<file path="config.mk">
export PLATFORM = sky130hd
export DESIGN_NAME = count_cycle_sched
export DESIGN_NICKNAME = d
export VERILOG_FILES = /design/src/rtl/count_cycle_sched.sv
export SDC_FILE = /design/constraint.sdc
export NUM_CORES = 1
export LEC_CHECK = 0
export ABC_AREA = 1
export ABC_CLOCK_PERIOD_IN_PS = 3060
export BUFFER_PORTS_ARGS = -buffer_cell sky130_fd_sc_hd__buf_4
export CAP_MARGIN = 40
export CORE_AREA = 2 2 114 116
export DETAILED_ROUTE_END_ITERATION = 8
export DIE_AREA = 0 0 116 118
export MAX_ROUTING_LAYER = met4
export PLACE_DENSITY = 0.55
export SETUP_SLACK_MARGIN = 0.1
export SLEW_MARGIN = 20
export SYNTH_ARGS = -nofsm -noshare
export SYNTH_HDL_FRONTEND = slang
export SYNTH_SLANG_ARGS = --single-unit
</file>
<file path="constraint.sdc">
create_clock -name clk -period 3.06 [get_ports clk]
set_input_delay 0 -clock clk [delete_from_list [all_inputs] [get_ports clk]]
set_output_delay 0 -clock clk [all_outputs]
set_load 0.01 [all_outputs]
</file>
<file path="src/rtl/count_cycle_sched.sv">
// Frame-boundary scheduler in front of count_cycle_cw16_8: owns cnt_limit/sync_reset and gates the input stream.
// Zero-cycle data path; new frame lengths are applied only after every in-flight frame has drained.
module count_cycle_sched #(
  parameter int DATA_WIDTH  = 32,
  parameter int OUTST_WIDTH = 4
) (
  input  logic                  clk,
  input  logic                  async_reset_n,
  input  logic                  cfg_tvalid,
  output logic                  cfg_tready,
  input  logic [15:0]           cfg_tdata,
  input  logic                  s_axis_tvalid,
  output logic                  s_axis_tready,
  input  logic [DATA_WIDTH-1:0] s_axis_tdata,
  output logic                  c_axis_tvalid,
  input  logic                  c_axis_tready,
  output logic [DATA_WIDTH-1:0] c_axis_tdata,
  output logic [15:0]           cnt_limit,
  output logic                  cnt_sync_reset,
  input  logic                  mon_final,
  output logic                  busy,
  output logic [15:0]           frame_count
);

  typedef enum logic [1:0] {IDLE, RUN, HOLD, LOAD} state_t;

  state_t                 state;
  logic [15:0]            pend_limit;
  logic                   pend;
  logic [15:0]            rem;
  logic [OUTST_WIDTH-1:0] outst;
  logic [0:0]             lcnt;

  logic at_start, gate, cfg_hs, take, frame_end, final_ok;

  assign at_start  = (rem == cnt_limit);
  assign gate      = (state == RUN) && !(pend && at_start) && !(&outst);
  assign cfg_tready = ~pend;
  assign cfg_hs    = cfg_tvalid & ~pend;

  assign c_axis_tvalid = s_axis_tvalid & gate;
  assign s_axis_tready = c_axis_tready & gate;
  assign c_axis_tdata  = s_axis_tdata;

  assign take      = s_axis_tvalid & s_axis_tready;
  assign frame_end = take && (rem == 16'd0);
  // A final flag with nothing outstanding is spurious and must not underflow the count.
  assign final_ok  = mon_final && (outst != '0);
  assign busy      = (state != RUN);

  always_ff @(posedge clk or negedge async_reset_n) begin
    if (!async_reset_n) begin
      state          <= IDLE;
      pend_limit     <= 16'd0;
      pend           <= 1'b0;
      rem            <= 16'd0;
      outst          <= '0;
      lcnt           <= 1'b0;
      cnt_limit      <= 16'd0;
      cnt_sync_reset <= 1'b1;
      frame_count    <= 16'd0;
    end else begin
      if (cfg_hs) begin
        pend       <= 1'b1;
        pend_limit <= cfg_tdata;
      end

      if (take) rem <= (rem == 16'd0) ? cnt_limit : rem - 16'd1;

      case ({frame_end, final_ok})
        2'b10:   outst <= outst + 1'b1;
        2'b01:   outst <= outst - 1'b1;
        default: outst <= outst;
      endcase

      if (final_ok) frame_count <= frame_count + 16'd1;

      // LOAD entry overrides the per-cycle updates above; no take or cfg can coincide with it.
      case (state)
        IDLE: begin
          cnt_sync_reset <= 1'b1;
          if (pend) begin
            state          <= LOAD;
            cnt_limit      <= pend_limit;
            rem            <= pend_limit;
            pend           <= 1'b0;
            frame_count    <= 16'd0;
            lcnt           <= 1'b0;
          end
        end
        RUN: begin
          if (pend && at_start) state <= HOLD;
        end
        HOLD: begin
          if ((outst == '0) && !mon_final) begin
            state          <= LOAD;
            cnt_limit      <= pend_limit;
            rem            <= pend_limit;
            pend           <= 1'b0;
            frame_count    <= 16'd0;
            lcnt           <= 1'b0;
            cnt_sync_reset <= 1'b1;
          end
        end
        LOAD: begin
          lcnt <= lcnt + 1'b1;
          if (lcnt == 1'b1) begin
            state          <= RUN;
            cnt_sync_reset <= 1'b0;
          end
        end
        default: state <= IDLE;
      endcase
    end
  end

endmodule

</file>
==> summary.md <==
| Metric | Value |
|---|---|
| Status | complete, no violations |
| Gpl congestion | 0.839 |
| CP required | 3270 ps |
| Setup_tns | 0 ps |
| Post-Syn Nets | 600 |
| Share of layout cells above drive strength 1 | 21.4% |
| Initial antenna violation count | 0 |
| # rows | 41 |
| Full die area | 13700 sq um |
| First-pass GRT wire length | 17000 microns |
| Clock buffer depth | 2 |
| Pin count of the biggest net entering global routing | 40 |
| Peak supply drop | 0.229 mV |
| DRC viols | 0 |
| CTS Buf Count | 9 |
| CTS tree | yes |
| Endpoint type of the worst setup path | flop |
| Iteration-0 DRC Markers | between 200 and 250 |
| I/O Pins | around 120 |
| RSZ-0062 raised after global routing | no |
| Slowest cell on crit path | dfrtp_1 |
| Vias | ~3.5k |
| Worst skew pair latency | 340 ps |
| Remaining antenna violation count | 0 |
| Slew HR | 55.1% |
| Share of the synthesized area in the top cell type | between 40% and 50% |
| Pwr Density | 584 nW/um^2 |
| WHS | between 0.004 and 0.005 ps |
| Static leakage | 0.00257 uW |
| # hold bufs at CTS | 18 |
| CP max stage delay | around 440 ps |
| Tmin final | 2380 ps |
| Most instantiated library cell after synthesis | nand2_1 |
| Initial core utilization | roughly 35% |
| CP max FO | 5 |
| Hold crit path type | input port to output pin |
| Largest cells by area after synthesis | dfrtp_1 (42%), nand2_1 (11%), buf_4 (6.1%), nor2_1 (5.1%), inv_1 (4.9%) |
| Total Nets Final | 649 |
| Clock sink total | 73 |
| Pre-Repair DR Iteration Count | 7 |
| Core footprint | between 10000 and 15000 sq um |
| Setup-failing EPs final | 0 |
| Synth unique cells | 37 |
| Critical-path cell list | inv_2 -> nand2_1 -> nand2_1 -> nor2_1 -> nand3_1 -> nor2_2 -> nand2_2 -> nand4_4 -> nor2_8 -> nand2_1 -> ha_1 -> nand2_1 -> inv_1 -> nor2_1 -> ha_1 -> a21oi_1 -> xnor2_1 -> o21ai_0 |
| P&R area growth vs syn | 20.3% |
| Global Route Usage Sum | roughly 16% |
| Worst-path clk slew | roughly 60 ps |
| Final period util | between 70% and 80% |
| Post-Syn Instances | 540 |
| Final Hold Viols | 0 |
| Data arrival, critical path | between 2000 and 3000 ps |
| Worst slew pin tran | 672 ps |
| Vias per inst | around 4.6 |
| Total power | slightly above 3000 uW |
| DP HPWL | approximately 7400 microns |
| Leading register cell type out of synthesis | dfrtp_1 |
| Asr flop ratio synth | between 90% and 100% |
| Commonest cells in the netlist | nand2_1 (128), dfrtp_1 (72), nor2_1 (58) |
| Yosys reg bits | 73 |
| Design Area, Final | between 5000 and 6000 sq um |
| Final Max Slew Viols | 0 |
| Syn Std Cell Area | 4300 sq um |
| Resized Gates After CTS | 0 |
| Number of diodes | 0 |
| Placement Cell Area | approximately 4700 sq um |
| Yosys top cell by area | dfrtp_1 |
| PortBufs | 58 |
| Worst setup path category | flop to flop |
| Detailed-route wire length per cell | 13.5 microns |
| Yosys warning total | 0 |
| Critical Path Start Type | flop |
| Worst Clk Skew | approximately 8 ps |
| FMAX | around 420 MHz |
| Max-Cap Viols | 0 |
| CP dominant cell by count | nand2_1 |
| Setup bufs post-CTS | 0 |
| Post-synthesis sequential area ratio | roughly 43% |
| Total Wirelength | about 10000 microns |
| H-tree depth | 3 |
| Gr ovfl total | 0 |
| Root Driver | clkbuf_16 |
| Number of global-route vias before repair | ~3.4k |
| Syn Area/Cell | roughly 8.0 sq um |
| Number of synthesized flops with an enable pin | 0 |
| Die width | between 100 and 150 microns |
| Chip height | roughly 120 microns |
==> cell usage in the layout (no fill, tap or decap), types with 2 or more instances in the layout <==
| cell type | synthesis | routed |
|---|---|---|
| nand3_1 | 34 | 34 |
| a21oi_1 | 12 | 12 |
| nand4_1 | 5 | 5 |
| buf_4 | 35 | 63 |
| inv_2 | 7 | 7 |
| dlygate4sd3_1 | 0 | 18 |
| o21ai_0 | 35 | 35 |
| nor3_1 | 6 | 6 |
| clkbuf_8 | 0 | 2 |
| nor4_1 | 2 | 2 |
| o21ai_1 | 4 | 4 |
| mux2_2 | 16 | 16 |
| inv_1 | 56 | 56 |
| nor3_2 | 2 | 2 |
| clkbuf_16 | 0 | 9 |
| nand2_2 | 14 | 14 |
| dfrtp_1 | 72 | 72 |
| nand2_1 | 128 | 128 |
| ha_1 | 6 | 6 |
| xor2_1 | 15 | 15 |
| nor2_1 | 58 | 58 |
| xnor2_1 | 9 | 9 |
| nor2_4 | 2 | 2 |
==> worst paths after layout <==
kind                            slack [ps]  cells past startpoint             start               end
worst max register to register         680                     18            rem[3]          outst[2]
max in group asynchronous             2300                      3     async_reset_n      cnt_limit[1]
worst max-delay path                   680                     18            rem[3]          outst[2]
worst min register to register         490                      2    cnt_sync_reset    cnt_sync_reset
worst min-delay path                 0.004                      0  s_axis_tdata[29]  c_axis_tdata[29]
min in group asynchronous              170                      2     async_reset_n   frame_count[15]
==> kinds of logic (layout without fill, tap and decap cells) <==
logic type,count (synthesis),count (layout),synth area share (%)
simple gates,256,256,26.5
mux,16,16,4.19
compound gates,57,57,7.02
buf+inv,108,162,13.2
xor+xnor,24,24,4.89
fa+ha+maj,6,6,1.75
flops,73,73,42.5
==> critical path: cells and delay by family, from the launching register on <==
family | cells | cell delay, ps
AOI/OAI and AO/OA | 2 | 230
xor gates and xnor gates | 1 | 140
adders and majority gates | 2 | 380
buffers and inverters | 2 | 150
DFF | 1 | 440
and+or+nand+nor | 11 | 900
==> metal layers <==
layer	part of all wire (%)	GRT usage (%)	vias up
li1	-	-	1776
met1	48	23.0	1652
met2	46	23.0	88
met3	4.1	2.01	24
met4	2.3	7.59	0
met5	0	-	-
==> cell type report <==
cell class | count | area (sq um)
fill | 1286 | 7240
multi-input combinational | 359 | 1900
sequential | 73 | 1830
timing repair buffer | 82 | 673
clock buffer | 12 | 256
inverter | 64 | 243
tap | 172 | 215
clock inverter | 4 | 51.3
==> where the power goes <==
part | internal (uW) | switching [uW]
Sequential | 1090 | 137
Clock | 676 | 409
Combinational | 329 | 380
Total | 2090 | 925
==> state kept, by name, indices dropped and copies added, names as in the netlist <==
| signal | count |
|---|---|
| cnt_limit | 16 |
| lcnt | 1 |
| pend | 1 |
| rem | 16 |
| pend_limit | 16 |
| outst | 4 |
| state | 2 |
| cnt_sync_reset | 1 |
| frame_count | 16 |
==> through the flow <==
step / setup WS, ps / cells / util, %
6_report: 682 / 766 / 41.7
5_1_grt: 448 / 766 / 41.7
4_1_cts: 672 / 766 / 41.7
3_5_place_dp: 689 / 732 / 37.7
3_3_place_gp: 728 / 731 / 37.6
2_1_floorplan: 756 / 540 / -
No activity file was read; power rests on OpenSTA's default activity.
